[config.mk]
export PLATFORM = sky130hd
export DESIGN_NAME = easy_fifo_axis_rr_arb
export DESIGN_NICKNAME = d
export VERILOG_FILES = /design/src/rtl/easy_fifo_axis_rr_arb.sv
export SDC_FILE = /design/constraint.sdc
export NUM_CORES = 1
export LEC_CHECK = 0
export CORE_MARGIN = 2
export CORE_UTILIZATION = 24
export CTS_CLUSTER_DIAMETER = 150
export DETAILED_ROUTE_END_ITERATION = 8
export GPL_TIMING_DRIVEN = 0
export PLACE_DENSITY = 0.9
export SETUP_SLACK_MARGIN = 0.15
export SYNTH_ARGS = -nofsm -noshare
export SYNTH_HDL_FRONTEND = slang
export SYNTH_SLANG_ARGS = --single-unit
[constraint.sdc]
create_clock -name clk -period 1.7 [get_ports clk]
set_clock_uncertainty 0.1 [all_clocks]
set_input_delay 0.34 -clock clk [delete_from_list [all_inputs] [get_ports clk]]
set_output_delay 0.34 -clock clk [all_outputs]
set_load 0.03 [all_outputs]
[src/rtl/easy_fifo_axis_rr_arb.sv]
// easy_fifo_axis_rr_arb
// Round-robin AXI-Stream arbiter: merges NUM_SRC stream sources onto one AXIS
// output (typically the write side of a sync AXIS FIFO). A two-state grant FSM
// picks one requester, passes its beats straight through, and re-arbitrates on
// a tlast beat or after MAX_BURST beats. The granted index is exported as
// m_axis_tid.
//
// Optional feature macro: EASY_FIFO_ARB_PKT_LOCK_EN
//   defined   -> grant is released only on a tlast beat (packets stay atomic)
//   undefined -> grant is released on tlast or at MAX_BURST beats
//
// Handshake: a beat transfers on any cycle where valid and ready are both 1.
// valid/data/last of the granted source are routed combinationally to the
// output, and m_axis_tready is routed combinationally back to that source
// only; every other s_axis_tready bit stays 0.
module easy_fifo_axis_rr_arb #(
   parameter int DWIDTH    = 32,
   parameter int NUM_SRC   = 4,
   parameter int MAX_BURST = 16,
   localparam int IDW      = $clog2(NUM_SRC),
   localparam int CW       = $clog2(MAX_BURST) + 1
) (
   input  logic                        clk,
   input  logic                        rst,
   input  logic [NUM_SRC*DWIDTH-1:0]   s_axis_tdata,
   input  logic [NUM_SRC-1:0]          s_axis_tvalid,
   input  logic [NUM_SRC-1:0]          s_axis_tlast,
   output logic [NUM_SRC-1:0]          s_axis_tready,
   output logic [DWIDTH-1:0]           m_axis_tdata,
   output logic                        m_axis_tvalid,
   output logic                        m_axis_tlast,
   output logic [IDW-1:0]              m_axis_tid,
   input  logic                        m_axis_tready,
   output logic                        busy,
   output logic                        dbg_state_o
);

   typedef enum logic {
      ST_IDLE  = 1'b0,
      ST_GRANT = 1'b1
   } state_t;

`ifdef EASY_FIFO_ARB_PKT_LOCK_EN
   localparam bit PKT_LOCK = 1'b1;
`else
   localparam bit PKT_LOCK = 1'b0;
`endif

   state_t           state_q, state_d;
   logic [IDW-1:0]   grant_q, grant_d;
   logic [IDW-1:0]   last_grant_q, last_grant_d;
   logic [CW-1:0]    beat_cnt_q, beat_cnt_d;

   logic [DWIDTH-1:0] src_data [NUM_SRC];
   logic              scan_hit;
   logic [IDW-1:0]    scan_idx;
   logic              grant_act;
   logic              beat;
   logic              rel_grant;
   logic [CW-1:0]     cnt_inc;

   // Split the flat source data bus into one word per source.
   always_comb begin
      for (int i = 0; i < NUM_SRC; i++) begin
         src_data[i] = s_axis_tdata[i*DWIDTH +: DWIDTH];
      end
   end

   // Round-robin scan: first valid source after last_grant, wrapping.
   // Iterating from the farthest candidate down lets the nearest one win.
   always_comb begin : scan_proc
      int cand;
      scan_hit = 1'b0;
      scan_idx = '0;
      cand     = 0;
      for (int i = NUM_SRC; i >= 1; i--) begin
         cand = (int'(last_grant_q) + i) % NUM_SRC;
         if (s_axis_tvalid[cand[IDW-1:0]]) begin
            scan_hit = 1'b1;
            scan_idx = cand[IDW-1:0];
         end
      end
   end

   // Zero-latency pass-through from the granted source; all idle otherwise.
   always_comb begin
      grant_act     = (state_q == ST_GRANT);
      m_axis_tdata  = src_data[grant_q];
      m_axis_tvalid = grant_act & s_axis_tvalid[grant_q];
      m_axis_tlast  = grant_act & s_axis_tlast[grant_q];
      s_axis_tready = '0;
      if (grant_act) begin
         s_axis_tready[grant_q] = m_axis_tready;
      end
   end

   // Beat accounting and release decision for the current grant.
   always_comb begin
      beat      = m_axis_tvalid & m_axis_tready;
      cnt_inc   = beat_cnt_q + 1'b1;
      rel_grant = beat & (s_axis_tlast[grant_q] |
                          (!PKT_LOCK && (cnt_inc == CW'(MAX_BURST))));
   end

   // Grant FSM next-state logic.
   always_comb begin
      state_d      = state_q;
      grant_d      = grant_q;
      last_grant_d = last_grant_q;
      beat_cnt_d   = beat_cnt_q;
      case (state_q)
         ST_IDLE: begin
            if (scan_hit) begin
               grant_d = scan_idx;
               state_d = ST_GRANT;
            end
         end
         ST_GRANT: begin
            if (rel_grant) begin
               last_grant_d = grant_q;
               beat_cnt_d   = '0;
               state_d      = ST_IDLE;
            end else if (beat && (beat_cnt_q != CW'(MAX_BURST))) begin
               // Saturates at MAX_BURST; only reachable with packet lock.
               beat_cnt_d = cnt_inc;
            end
         end
         default: state_d = ST_IDLE;
      endcase
   end

   // State registers; last_grant resets to the top index so source 0 goes first.
   always_ff @(posedge clk or posedge rst) begin
      if (rst) begin
         state_q      <= ST_IDLE;
         grant_q      <= '0;
         last_grant_q <= IDW'(NUM_SRC - 1);
         beat_cnt_q   <= '0;
      end else begin
         state_q      <= state_d;
         grant_q      <= grant_d;
         last_grant_q <= last_grant_d;
         beat_cnt_q   <= beat_cnt_d;
      end
   end

   assign m_axis_tid  = grant_q;
   assign busy        = (state_q == ST_GRANT);
   assign dbg_state_o = state_q;

endmodule

==> results.toml, run 1 <==
[outcome]
outcome = "complete, but fails checks"
violations = "negative setup slack"

[routing]
ant_nets = 0
wl_mm = 6.85
drc = 0
drt-pass1-iter-count = 4
post_drt_wl_per_cell_um = 17.5
via_per_inst = 4.91
drt-initial-drc-count = 39
via_count = 1918

[logic_synthesis]
synth-seq-area-share_pct = 17.5
synth_area_leaders = "mux4_2 (52%), dfrtp_1 (14%), dfstp_2 (3.6%)"
synth_cell_type_count = 33
netlist_instances = 114
ys_seq_elements = 10
ys_warn_count = 0
yosys.area.top_type = "mux4_2"
yosysMostFrequentCell = "mux4_2"
synth_edf_count = 0
yosys-top-cells-count = "mux4_2 (33), nor2_1 (12), dfrtp_1 (8)"
async_reset_ff_share_pct = 100
synth_top_area_share_pct = 51.5
synthesis.area_mm2 = 0.00144
synth_flop_cell = "dfrtp_1"
synthesis.nets = 255
avgSynthCellArea_um2 = 12.7

[worst_setup_path]
r2r_end = "last_grant_q[1]"
start_kind = "flop"
worstPathRequired_ps = 1260
worstPathMaxFanout = 10
crit_type = "reg -> out"
crit_arrival_ps = 1610
worst_r2r_startpoint = "m_axis_tid[0]"
end_kind = "output port"
ff2ff_path_depth = 6
reg2reg_slack_ps = -270

[sta]
final-setup-viol-count = 44
setup_tns_ps = -12390
max_slew.worst_pin.slew_ps = 384
timing.slew.headroom_pct = 74.1
finalWorstSetupSlack_ps = -351
drv_slew = 0
hold_viol = 0
period_minus_slack_ps = 2050
maxClockFrequency_mhz = 488
rsz0062_at_grt = "true"
min_period_over_period_pct = 121

[pwr]
leakagePower_uw = 0.00149
ir_drop_v = 0.00103
switching_share_pct = 44.7
power_switching_uw = 2470
intPower_uw = 3060
clock_power_share_pct = 4.8
p_comb_share_pct = 86.9
p_seq_share_pct = 8.3
power_density_mw_per_mm2 = 1480

[placement]
place_area_mm2 = 0.00343
place.detailed.hpwl_mm = 5.74
pre_cts_ws_ps = -732
gp_congestion = 0.901
portBuffers = 180
dp_cells = 369

[floorplan]
die_x_um = 81.5
dieHeight_um = 81.5
ios = 181
core_mm2 = 0.00585
rows = 28
die_area_mm2 = 0.00665
start_util_pct = 24.7

[cells_and_area]
fill_cells = 454
final_core_util_pct = 64.1
drive_gt1_share_pct = 40.5
area_growth_pct = 160
num_antenna_cells = 0
final_nets = 458
final_cells = 391
final_area_mm2 = 0.00375

[global_route]
gr-total-overflow = 0
antenna_found_initial = 0
grt_pass1_wl_mm = 9.36
grt_max_degree = 11
first_global_vias = 1991
grt_use_total_pct = 18.7

[cts]
cts_max_path_buffers = 2
hold_buffers = 0
cts-root-buf = "clkbuf_8"
path_clk_slew_ps = 50
clock_sinks = 10
cts_tree = "done"
clkLatencyLatePin_ps = 250
numCtsBuffers = 3
cts_max_level = 1

[run]
cap_violations = 0

[min_path]
hold_class = "in -> async"
final cells by class:
cell class                      count  area [um2]  share of cell area, %
Buffer                             10         148                   3.94
Clock buffer                        4        45.0                   1.20
Inverter                            6        26.3                  0.701
Multi-Input combinational cell     88        1200                   31.9
Sequential cell                    10         256                   6.84
Tap cell                           75        93.8                   2.50
Timing Repair Buffer              198        1980                   52.9
logic make-up after synthesis:
logic type               count (synthesis)  synth area share, %
XOR/XNOR                                 3                 1.82
AO/OA/AOI/OAI                           14                 6.25
multiplexers                            40                 57.1
flip-flops                              10                 17.5
AND/OR/NAND/NOR                         29                 9.80
adder cells (fa/ha/maj)                  2                 1.73
buffers and inverters                   16                 5.81
state kept, by name (all words and copies together) (netlist names):
signal        count
beat_cnt_q        5
busy              1
last_grant_q      2
m_axis_tid        2
critical path, cell delays in order (launching register included):
cell,delay (ps)
dfrtp_2,390
buf_12,140
buf_12,150
mux4_2,530
buf_6,160
worst max path at each step:
stage / cells after the start / slack (ps) / start / end
after global placement: 4 / -720 / s_axis_tlast[3] / m_axis_tlast
after detailed placement: 4 / -730 / s_axis_tlast[3] / m_axis_tlast
final: 4 / -350 / m_axis_tid[0] / m_axis_tdata[23]
after global routing: 4 / -390 / m_axis_tid[0] / m_axis_tdata[12]
after CTS: 4 / -380 / m_axis_tid[0] / m_axis_tdata[23]
after floorplan: 3 / -160 / m_axis_tid[0] / m_axis_tdata[10]
routing by layer:
metal  track usage (%)  wire length [um]  vias to the layer above
met4              8.47               221                        0
met2              37.2              3840                      106
li1                  -                 -                      881
met3              4.07               652                       15
met5                 0                 0                        -
met1              18.0              2130                      916
repair_timing:
item | CTS | global route
setup buffers | 13 | 5
cloned | 0 | 0
setup endpoints to repair | 50 | 49
pin swaps | 1 | 1
resized for setup | 291 | 22
metrics by stage:
step / hold slack, ps / total power [uW]
after floorplan: 78.5 / 3130
after global placement: 470 / 4630
after detailed placement: 476 / 4680
after CTS: 275 / 5410
after global routing: 306 / 5820
final: 267 / 5540
power by group through the flow:
stage / registers [uW] / logic (uW) / clock network [uW]
after floorplan: 508 / 2620 / 0
after global placement: 478 / 4150 / 0
after detailed placement: 481 / 4200 / 0
after CTS: 454 / 4680 / 273
after global routing: 472 / 5060 / 285
final: 459 / 4810 / 265
cell usage in the layout (no fill, tap or decap), drive strengths merged:
| master | Yosys | layout |
|---|---|---|
| clkdlybuf4s50 | 0 | 133 |
| mux4 | 33 | 33 |
| nor4 | 1 | 1 |
| clkinvlp | 0 | 1 |
| xor2 | 2 | 2 |
| nor3 | 1 | 1 |
| mux2i | 5 | 5 |
| o21a | 1 | 1 |
| dfrtp | 8 | 8 |
| nand3b | 2 | 2 |
| xnor2 | 1 | 1 |
| nand2b | 1 | 1 |
| ha | 2 | 2 |
| o211ai | 1 | 1 |
| o31a | 1 | 1 |
| o22ai | 2 | 2 |
| and2 | 1 | 1 |
| nor2 | 12 | 12 |
| and3 | 1 | 1 |
| inv | 6 | 5 |
| a21oi | 4 | 4 |
| clkbuf | 2 | 6 |
| dfstp | 2 | 2 |
| nand4b | 1 | 1 |
| a31oi | 1 | 1 |
| buf | 8 | 67 |
| nand4 | 2 | 2 |
| o21ai | 4 | 4 |
| dlygate4sd2 | 0 | 6 |
| mux2 | 2 | 2 |
| nand3 | 2 | 2 |
| nand2 | 5 | 5 |
Note: power is estimated with default switching activity, not from simulation.
==> inputs of run 2 (changes only) <==
Settings changed: PLACE_DENSITY 0.9 to 0.76.
==> results.toml, run 2 (synthesized netlist as in run 1, its figures left out) <==
[cells_and_area]
area_growth_pct = 170
final_nets = 467
final_core_util_pct = 66.5
fill_cells = 481
final_cell_mix = "clkdlybuf4s50_1 (133), buf_6 (43), mux4_2 (33)"
num_antenna_cells = 0
largest_reg_flops = 5
drive_gt1_share_pct = 41.5
final_area_mm2 = 0.00389
final_common_cell = "clkdlybuf4s50_1"
regMostFlops = "beat_cnt_q"

[worst_setup_path]
crit_type = "reg -> out"
crit_arrival_ps = 1640
worst_r2r_startpoint = "m_axis_tid[0]"
crit_path_start = "m_axis_tid[0]"
start_kind = "flop"
worstPathMaxFanout = 7
end_kind = "output port"
worstPathRequired_ps = 1260

[sta]
final-setup-viol-count = 46
timing.slew.headroom_pct = 75.8
drv_slew = 0
setup_tns_ps = -12410
period_minus_slack_ps = 2080
max_slew.worst_pin.slew_ps = 362
finalWorstSetupSlack_ps = -378
hold_viol = 0
min_period_over_period_pct = 122
rsz0062_at_grt = "true"
maxClockFrequency_mhz = 481

[routing]
wl_mm = 7.36
drt-pass1-iter-count = 4
ant_nets = 0
via_count = 1941
post_drt_wl_per_cell_um = 18.4
via_per_inst = 4.85
drt-initial-drc-count = 49
drc = 0

[cts]
hold_buffers = 0
clkLatencyLatePin_ps = 230
numCtsBuffers = 3
path_clk_slew_ps = 50
cts-root-buf = "clkbuf_8"
cts_tree = "done"
cts_max_level = 1
cts_max_path_buffers = 2
clock_sinks = 10

[floorplan]
rows = 28
die_area_mm2 = 0.00665
start_util_pct = 24.7
die_x_um = 81.5
core_mm2 = 0.00585
ios = 181
dieHeight_um = 81.5

[placement]
portBuffers = 180
place.detailed.hpwl_mm = 5.91
pre_cts_ws_ps = -733
place_area_mm2 = 0.00343
gp_congestion = 0.831

[pwr]
ir_drop_v = 0.000873
leakagePower_uw = 0.00157
power_density_mw_per_mm2 = 1510

[global_route]
first_global_vias = 2034
grt_pass1_wl_mm = 10.3
grt_max_degree = 11
grt_use_total_pct = 20.7
gr-total-overflow = 0
antenna_found_initial = 0

[min_path]
hold_class = "in -> async"

[outcome]
violations = "negative setup slack"
outcome = "complete, but fails checks"

[run]
cap_violations = 0
[run 2: cell count changes in the layout (fill, tap and decap cells not counted), moves of 2 or more]
cell     before  now
mux2i_1       3    5
buf_16        0    3
buf_6        45   43
nor2_2        3    1
buf_4        14   20
[run 2: critical path: stages (launching register included)]
cell and delay, ps:
dfrtp_2 420, buf_12 160, clkbuf_16 160, mux4_2 510, buf_6 160
[run 2: path summary, 6_finish.rpt]
kind / to / slack [ps] / cells past startpoint
worst max-delay path: m_axis_tdata[23] / -380 / 4
worst min-delay path: beat_cnt_q[3] / 280 / 2
worst max register to register: last_grant_q[0] / -140 / 5
worst min register to register: beat_cnt_q[4] / 510 / 2
max in group asynchronous: last_grant_q[0] / 920 / 2
min in group clk: m_axis_tid[1] / 490 / 3
[run 2: final cells by class]
type	instances	area [um2]	area share (%)
flip-flops and latches	10	256	6.60
inverters	6	26.3	0.676
multi-input cells	88	1180	30.5
well taps	75	93.8	2.41
clock buffers	4	55.1	1.42
repair buffers	207	2130	54.7
plain buffers	10	144	3.70
[run 2: stage by stage]
stage,std cells,hold slack (ps),total power [uW]
3_3_place_gp,369,473,4640
6_report,400,278,5890
5_1_grt,400,314,6180
3_5_place_dp,369,486,4680
4_1_cts,395,294,5820
2_1_floorplan,114,78.5,3130
[run 2: metal layers]
metal	part of all wire [%]	vias up	wire (um)	track usage [%]
li1	-	895	-	-
met1	34	921	2490	21.4
met2	54	109	3990	40.1
met3	9.4	16	694	6.15
met4	2.6	0	192	5.25
met5	0	-	0	0
[run 2: timing repair]
action,4_1_cts,5_1_grt
pin swaps,3,1
gates resized for setup,304,4
cloned,3,1
endpoints found under the setup margin,50,47
setup buffers,19,4
endpoints found under the hold margin,0,0
[run 2: power breakdown]
group / total, uW / switching [uW] / internal (uW)
logic: 5130 / 2320 / 2810
registers: 468 / 123 / 345
clock network: 288 / 85.2 / 203
==> inputs of run 3 (changes only) <==
Settings changed: SLEW_MARGIN set to 20.
==> results of run 3 <==
Same layout as run 2: the final DEF is identical, and so are final timing and power.
